[src/rtl/tmds_channel_encoder.sv]
// TMDS 8b/10b encoder for one DVI/HDMI colour channel: input register, transition-minimise stage,
// DC-balance stage, optional output register. Define TMDS_DISP_MON_EN to expose the disparity.
module tmds_channel_encoder #(
  parameter int unsigned REG_OUT = 0
) (
  input  logic       pixel_clk,
  input  logic       reset,
  input  logic       vde,
  input  logic [7:0] din,
  input  logic       c0,
  input  logic       c1,
  output logic [9:0] tmds_out
`ifdef TMDS_DISP_MON_EN
  ,
  output logic signed [4:0] disp_mon
`endif
);

  localparam logic [9:0] CtrlSym00 = 10'h354;
  localparam logic [9:0] CtrlSym01 = 10'h0AB;
  localparam logic [9:0] CtrlSym10 = 10'h154;
  localparam logic [9:0] CtrlSym11 = 10'h2AB;

  function automatic logic [3:0] popcount8(input logic [7:0] v);
    logic [3:0] s;
    s = '0;
    for (int i = 0; i < 8; i++) begin
      s = s + {3'b000, v[i]};
    end
    return s;
  endfunction

  // Input capture
  logic       in_vde_q;
  logic [7:0] in_din_q;
  logic [1:0] in_ctl_q;

  always_ff @(posedge pixel_clk or negedge reset) begin
    if (!reset) begin
      in_vde_q <= 1'b0;
      in_din_q <= '0;
      in_ctl_q <= '0;
    end else begin
      in_vde_q <= vde;
      in_din_q <= din;
      in_ctl_q <= {c1, c0};
    end
  end

  // Stage 1: transition-minimised word q_m
  logic [3:0] n1;
  logic       use_xnor;
  logic [8:0] qm_d;

  always_comb begin
    n1       = popcount8(in_din_q);
    use_xnor = (n1 > 4'd4) || ((n1 == 4'd4) && !in_din_q[0]);
    qm_d     = '0;
    qm_d[0]  = in_din_q[0];
    for (int i = 1; i < 8; i++) begin
      qm_d[i] = use_xnor ? ~(qm_d[i-1] ^ in_din_q[i]) : (qm_d[i-1] ^ in_din_q[i]);
    end
    qm_d[8] = ~use_xnor;
  end

  logic [8:0] s1_qm_q;
  logic       s1_vde_q;
  logic [1:0] s1_ctl_q;

  always_ff @(posedge pixel_clk or negedge reset) begin
    if (!reset) begin
      s1_qm_q  <= '0;
      s1_vde_q <= 1'b0;
      s1_ctl_q <= '0;
    end else begin
      s1_qm_q  <= qm_d;
      s1_vde_q <= in_vde_q;
      s1_ctl_q <= in_ctl_q;
    end
  end

  // Stage 2: DC balance against the running disparity
  logic        [3:0] n1q;
  logic        [3:0] n0q;
  logic signed [4:0] diff;
  logic signed [4:0] bias_hi;
  logic signed [4:0] bias_lo;
  logic        [9:0] sym_d;
  logic        [9:0] sym_q;
  logic signed [4:0] cnt_d;
  logic signed [4:0] cnt_q;

  always_comb begin
    n1q     = popcount8(s1_qm_q[7:0]);
    n0q     = 4'd8 - n1q;
    diff    = $signed({1'b0, n1q} - {1'b0, n0q});
    bias_hi = s1_qm_q[8] ? 5'sd2 : 5'sd0;
    bias_lo = s1_qm_q[8] ? 5'sd0 : 5'sd2;
    sym_d   = CtrlSym00;
    cnt_d   = cnt_q;
    if (!s1_vde_q) begin
      unique case (s1_ctl_q)
        2'b00:   sym_d = CtrlSym00;
        2'b01:   sym_d = CtrlSym01;
        2'b10:   sym_d = CtrlSym10;
        default: sym_d = CtrlSym11;
      endcase
      cnt_d = 5'sd0;
    end else if ((cnt_q == 5'sd0) || (diff == 5'sd0)) begin
      sym_d = {~s1_qm_q[8], s1_qm_q[8], s1_qm_q[8] ? s1_qm_q[7:0] : ~s1_qm_q[7:0]};
      cnt_d = s1_qm_q[8] ? (cnt_q + diff) : (cnt_q - diff);
    end else if (((cnt_q > 5'sd0) && (diff > 5'sd0)) || ((cnt_q < 5'sd0) && (diff < 5'sd0))) begin
      sym_d = {1'b1, s1_qm_q[8], ~s1_qm_q[7:0]};
      cnt_d = cnt_q + bias_hi - diff;
    end else begin
      sym_d = {1'b0, s1_qm_q[8], s1_qm_q[7:0]};
      cnt_d = cnt_q + diff - bias_lo;
    end
  end

  always_ff @(posedge pixel_clk or negedge reset) begin
    if (!reset) begin
      sym_q <= CtrlSym00;
      cnt_q <= 5'sd0;
    end else begin
      sym_q <= sym_d;
      cnt_q <= cnt_d;
    end
  end

  if (REG_OUT != 0) begin : g_reg_out
    logic [9:0] out_q;
    always_ff @(posedge pixel_clk or negedge reset) begin
      if (!reset) begin
        out_q <= CtrlSym00;
      end else begin
        out_q <= sym_q;
      end
    end
    assign tmds_out = out_q;
`ifdef TMDS_DISP_MON_EN
    logic signed [4:0] mon_q;
    always_ff @(posedge pixel_clk or negedge reset) begin
      if (!reset) begin
        mon_q <= 5'sd0;
      end else begin
        mon_q <= cnt_q;
      end
    end
    assign disp_mon = mon_q;
`endif
  end else begin : g_no_reg_out
    assign tmds_out = sym_q;
`ifdef TMDS_DISP_MON_EN
    assign disp_mon = cnt_q;
`endif
  end

`ifdef TMDS_DISP_MON_EN
`ifndef SYNTHESIS
  always @(posedge pixel_clk) begin
    if (reset) begin
      assert ((cnt_q <= 5'sd10) && (cnt_q >= -5'sd10))
      else $error("tmds disparity out of range: %0d", cnt_q);
    end
  end
`endif
`endif

endmodule

[config.mk]
export PLATFORM = sky130hd
export DESIGN_NAME = tmds_channel_encoder
export DESIGN_NICKNAME = d
export VERILOG_FILES = /design/src/rtl/tmds_channel_encoder.sv
export SDC_FILE = /design/constraint.sdc
export NUM_CORES = 1
export LEC_CHECK = 0
export ABC_AREA = 1
export CAP_MARGIN = 20
export CORE_MARGIN = 8
export CORE_UTILIZATION = 55
export CTS_BUF_LIST = sky130_fd_sc_hd__clkbuf_4
export DETAILED_ROUTE_END_ITERATION = 10
export GPL_ROUTABILITY_DRIVEN = 0
export PLACE_DENSITY_LB_ADDON = 0.08
export SYNTH_ARGS = -nofsm -noshare
export SYNTH_HDL_FRONTEND = slang
export SYNTH_SLANG_ARGS = --single-unit
[constraint.sdc]
create_clock -name pixel_clk -period 5.3 [get_ports pixel_clk]
set_clock_uncertainty 0.1 [all_clocks]
set_input_delay 1.06 -clock pixel_clk [delete_from_list [all_inputs] [get_ports pixel_clk]]
set_output_delay 1.06 -clock pixel_clk [all_outputs]
set_load 0.005 [all_outputs]
==> flow_summary.json, run 1 <==
{
  "final-max-slew-violation-count": 0,
  "hold_viol": 0,
  "cp_data_required_time_ps": 5440,
  "die_h_um": 87.1,
  "area_growth_pct": 13.4,
  "cap_viol_max_count": 0,
  "die_area_um2": 7580,
  "vias": 2156,
  "cp_max_fo": 3,
  "drc": 0,
  "grt_pass1_vias": 2193,
  "n_antenna_cell": 0,
  "cts_made_buffers": 5,
  "reg2reg_slack_ps": 310,
  "ios": 23,
  "maxSlewHeadroom": 0.452,
  "htreeDepth": 2,
  "cp_slowest_stage_delay_ps": 530,
  "rr_startpoint": "s1_qm_q[1]$_DFF_PN0_",
  "hpwlAfterDp_um": 4290,
  "cts.clk_slew.worst_paths_ps": 120,
  "drtAntennaViolNets": 0,
  "synthDistinctLibCells": 29,
  "overflow": 0,
  "fin_crit_ps": 4990,
  "ff2ff_path_depth": 21,
  "ys_ff_latch": 38,
  "cts_tree": "yes",
  "port_buffers": 22,
  "insertion_delay_ps": 350,
  "fin_util": 0.633,
  "crit_type": "flip-flop to flip-flop",
  "avgRoutedWirePerCell_um": 12.6,
  "setup_viol": 0,
  "rr_endpoint": "cnt_q[4]$_DFF_PN0_",
  "track_usage": 0.161,
  "viasPerCell": 4.92,
  "firstDrtPassIters": 5,
  "crit_chain": "inv_1 > fa_1 > fa_1 > fa_1 > inv_1 > ha_1 > fa_1 > nor2_2 > inv_2 > ha_1 > inv_2 > nor2_2 > a21oi_1 > inv_1 > fa_1 > a21oi_1 > nand2_1 > xnor2_1 > nand2_1 > nand2_1 > a21oi_1",
  "worstPathArrival_ps": 5140,
  "startpoint_type": "flip-flop",
  "synth_nets": 392,
  "grt_pass1_wl_um": 9500,
  "grt_max_degree": 39,
  "clockRootBuffer": "clkbuf_4",
  "worst_pin_slew_ps": 822,
  "fmax_mhz": 200,
  "min_from": "in_ctl_q[0]$_DFF_PN0_",
  "cts_resized": 0,
  "outcome": "finished, final reports clean",
  "die_x_um": 87.1,
  "drtIter0Drc": 85,
  "syn_area_um2": 2780,
  "yosys_warnings": 0,
  "finalCritPeriodShare": 0.942,
  "syn_avg_cell_area_um2": 8.10,
  "cp-end-kind": "flip-flop",
  "clock_sinks": 38,
  "antenna_found_initial": 0,
  "final_layout_size_suffix_gt1_frac": 0.109,
  "hold_path_depth": 0,
  "min_to": "s1_ctl_q[0]$_DFF_PN0_",
  "final_nets": 416,
  "cts_max_path_buffers": 2,
  "critical_path.most_common_cell": "fa_1",
  "rows": 26,
  "critical_path.slowest_cell": "fa_1",
  "yosysSeqAreaShare": 0.345,
  "initial_core_util": 0.558,
  "synth_cells": 343,
  "hold_path.class": "flip-flop to flip-flop",
  "wirelength_um": 5510,
  "core_region_area_um2": 4980
}
==> critical path, delay by kind of cell, from the launching register on <==
family / cells / cell delay [ps]
adder cells (fa/ha/maj): 7 / 2960
AND/OR/NAND/NOR: 5 / 460
AO/OA/AOI/OAI: 3 / 400
buffers and inverters: 5 / 410
flip-flops: 1 / 420
XOR/XNOR: 1 / 150
==> worst max-delay path by stage <==
stage / startpoint / to / slack, ps / cells after the start
floorplan: s1_qm_q[0]$_DFF_PN0_ / cnt_q[4]$_DFF_PN0_ / 660 / 21
global placement: s1_qm_q[1]$_DFF_PN0_ / cnt_q[4]$_DFF_PN0_ / 370 / 21
detailed placement: s1_qm_q[0]$_DFF_PN0_ / cnt_q[4]$_DFF_PN0_ / 290 / 21
CTS: s1_qm_q[0]$_DFF_PN0_ / cnt_q[4]$_DFF_PN0_ / 260 / 21
global route: s1_qm_q[0]$_DFF_PN0_ / cnt_q[4]$_DFF_PN0_ / -1 / 21
finish: s1_qm_q[1]$_DFF_PN0_ / cnt_q[4]$_DFF_PN0_ / 310 / 21
==> timing repair <==
item	CTS	global route
buffers inserted	0	1
endpoints found under the setup margin	0	2
hold buffers	0	0
==> placed cells by master (no fill, tap or decap) <==
cell type,netlist,final
nand2_1,106,106
inv_1,51,51
dfrtp_1,33,33
nand3_1,29,29
ha_1,24,24
clkdlybuf4s50_1,0,21
nand2_2,13,13
xnor2_1,13,13
fa_1,12,12
o21ai_0,10,10
a21oi_1,8,8
o21ai_1,6,6
nor2_1,6,6
xor2_1,5,5
clkbuf_4,0,5
dfstp_2,5,5
inv_2,3,3
nor2_2,2,2
nand2_4,2,2
bufinv_16,0,2
nand3_2,1,1
nor3_1,1,1
nor3_2,1,1
clkinv_1,1,1
inv_4,1,1
a21oi_4,1,1
and2_1,1,1
o21ai_2,1,1
o211ai_1,1,1
clkinv_4,0,1
buf_2,4,1
buf_4,0,1
==> state kept, by name, summed over array words and instances (netlist names) <==
signal / flops
tmds_out: 10
s1_qm_q: 9
in_din_q: 8
cnt_q: 5
in_ctl_q: 2
s1_ctl_q: 2
in_vde_q: 1
s1_vde_q: 1
==> area by class of cell <==
type	count	area, um^2
repair buffers	23	223
clock inverters	3	68.8
inverters	56	213
well taps	70	87.6
multi-input cells	243	1560
fillers	439	1830
flip-flops and latches	38	957
clock buffers	5	37.5
==> metal layers <==
layer,part of all wire,vias up,track usage
li1,-,1099,-
met1,0.41,1005,0.165
met2,0.53,37,0.303
met3,0.026,15,0.0321
met4,0.035,0,0.0782
met5,0,-,0
==> metrics by stage <==
step	setup TNS, ps	hold slack (ps)	area [um^2]	instances	setup WS [ps]
2_1_floorplan	0	231	2780	343	663
3_3_place_gp	0	233	3040	429	370
5_1_grt	-1.19	272	3150	438	-1.19
4_1_cts	0	267	3140	437	262
6_report	0	262	3150	438	306
3_5_place_dp	0	239	3040	429	290
==> cell usage after synthesis <==
master | count | share of area
a21oi_1 | 8 | 0.014
a21oi_4 | 1 | 0.0059
and2_1 | 1 | 0.0023
buf_12 | 1 | 0.0072
buf_2 | 4 | 0.0072
clkbuf_1 | 1 | 0.0014
clkinv_1 | 1 | 0.0014
dfrtp_1 | 33 | 0.30
dfstp_2 | 5 | 0.047
fa_1 | 12 | 0.086
ha_1 | 24 | 0.11
inv_1 | 51 | 0.069
inv_2 | 3 | 0.0041
inv_4 | 1 | 0.0023
nand2_1 | 106 | 0.14
nand2_2 | 13 | 0.029
nand2_4 | 2 | 0.0081
nand3_1 | 29 | 0.052
nand3_2 | 1 | 0.0036
nor2_1 | 6 | 0.0081
nor2_2 | 2 | 0.0045
nor3_1 | 1 | 0.0018
nor3_2 | 1 | 0.0036
o211ai_1 | 1 | 0.0027
o21ai_0 | 10 | 0.018
o21ai_1 | 6 | 0.011
o21ai_2 | 1 | 0.0032
xnor2_1 | 13 | 0.041
xor2_1 | 5 | 0.016
==> kinds of logic (layout without fill, tap and decap cells) <==
logic type	after synthesis	count (layout)	share of synthesized area
AND/OR/NAND/NOR	162	162	0.257
buffers and inverters	62	87	0.0923
flip-flops	38	38	0.345
adder cells (fa/ha/maj)	36	36	0.195
AO/OA/AOI/OAI	27	27	0.0550
XOR/XNOR	18	18	0.0568
Power of run 1 is left out: the tool's default activity adds up to more than one toggle a clock period on the data nets, which glitch-free logic cannot reach.
==> run 2, diff against run 1 <==
--- a/config.mk
+++ b/config.mk
@@ -9,7 +9,6 @@
 export CAP_MARGIN = 20
 export CORE_MARGIN = 8
 export CORE_UTILIZATION = 55
-export CTS_BUF_LIST = sky130_fd_sc_hd__clkbuf_4
 export DETAILED_ROUTE_END_ITERATION = 10
 export GPL_ROUTABILITY_DRIVEN = 0
 export PLACE_DENSITY_LB_ADDON = 0.08
==> flow_summary.json, run 2 (synthesized netlist as in run 1, its figures left out) <==
{
  "outcome": "finished, final reports clean",
  "cap_viol_max_count": 0,
  "dr_wl_met3_um": 156,
  "rows": 26,
  "rsz0062_at_grt": "false",
  "insertion_delay_ps": 290,
  "antenna_found_initial": 0,
  "n_antenna_cell": 0,
  "multi_input_area_um2": 1580,
  "cts_max_path_buffers": 2,
  "area_growth_pct": 15.0,
  "track_usage": 0.162,
  "drtAntennaViolNets": 0,
  "fmax_mhz": 201,
  "cp_data_required_time_ps": 5370,
  "firstDrtPassIters": 4,
  "cp_max_fo": 5,
  "cts_made_buffers": 5,
  "finalSetupTns_ps": 0,
  "final_nets": 417,
  "crit_type": "flip-flop to flip-flop",
  "cts_tree": "yes",
  "clockRootBuffer": "clkbuf_8",
  "final_layout_size_suffix_gt1_frac": 0.117,
  "finalCritPeriodShare": 0.940,
  "hold_viol": 0,
  "die_h_um": 87.1,
  "cts.clk_slew.worst_paths_ps": 80,
  "drc": 0,
  "timing.final.ws_setup_ps": 319,
  "hpwlAfterDp_um": 4290,
  "htreeDepth": 2,
  "wl_met2_um": 2960,
  "wirelength_met1_um": 2290,
  "largest_register_ffs": 10,
  "highest_layer": "met4",
  "final-max-slew-violation-count": 0,
  "ios": 23,
  "fin_util": 0.642,
  "core_region_area_um2": 4980,
  "overflow": 0,
  "die_area_um2": 7580,
  "drtIter0Drc": 89,
  "initial_core_util": 0.558,
  "hold_path.class": "flip-flop to flip-flop",
  "wirelength_um": 5570,
  "grt_pass1_vias": 2197,
  "worst_pin_slew_ps": 814,
  "fillers": 431,
  "setup_viol": 0,
  "final_cell_mix": "nand2_1 (106), inv_1 (51), dfrtp_1 (33)",
  "viasPerCell": 4.90,
  "fin_crit_ps": 4980,
  "seq_area_um2": 957,
  "maxSlewHeadroom": 0.457,
  "grt_pass1_wl_um": 9560,
  "grt_max_degree": 39,
  "avgRoutedWirePerCell_um": 12.7,
  "cp-end-kind": "flip-flop",
  "layout_commonest_cell": "nand2_1",
  "clock_sinks": 38,
  "vias": 2151,
  "die_x_um": 87.1,
  "worstPathArrival_ps": 5050,
  "port_buffers": 22,
  "dpl_worst_slack_ps": 290,
  "startpoint_type": "flip-flop"
}
run 2: cell type report:
type	instances	area share
inverter	56	0.0666
clock inverter	3	0.0215
clock buffer	5	0.0215
multi-input combinational	244	0.494
timing repair buffer	23	0.0697
sequential	38	0.300
tap	70	0.0274
run 2: through the flow:
stage,hold WS (ps),instance area [um^2],instances
5_1_grt,261,3190,439
2_1_floorplan,231,2780,343
3_5_place_dp,239,3040,429
6_report,253,3190,439
4_1_cts,257,3170,437
3_3_place_gp,233,3040,429
run 2: final timing paths:
check / start / to / slack, ps / cells after the start
worst min-delay path: in_ctl_q[0]$_DFF_PN0_ / s1_ctl_q[0]$_DFF_PN0_ / 250 / 0
worst max register to register: s1_qm_q[0]$_DFF_PN0_ / cnt_q[4]$_DFF_PN0_ / 320 / 22
min in group asynchronous: reset / in_din_q[1]$_DFF_PN0_ / 750 / 1
max in group asynchronous: reset / in_ctl_q[1]$_DFF_PN0_ / 3820 / 1
worst max-delay path: s1_qm_q[0]$_DFF_PN0_ / cnt_q[4]$_DFF_PN0_ / 320 / 22
worst min register to register: in_ctl_q[0]$_DFF_PN0_ / s1_ctl_q[0]$_DFF_PN0_ / 250 / 0
run 2: critical path: stages (launching register included):
cell,delay [ps]
dfrtp_1,400
inv_1,100
fa_1,550
fa_1,430
fa_1,490
inv_1,40
ha_1,200
fa_1,500
nor2_2,170
inv_2,80
ha_1,320
inv_2,60
nor2_2,190
a21oi_2,70
ha_2,390
inv_1,70
ha_1,180
a21oi_1,110
nand2_1,80
xnor2_1,150
nand2_1,80
nand2_1,70
a21oi_1,60
run 2: metal layers:
metal	up-vias	GRT usage
li1	1101	-
met1	1004	0.165
met2	32	0.308
met3	14	0.0321
met4	0	0.0736
met5	-	0
run 2: timing repair:
item                       CTS  global route
setup endpoints to repair    0             2
gates resized for setup      0             2
setup buffers                0             1
hold buffers                 0             0
Power of run 2 is left out for the same reason.
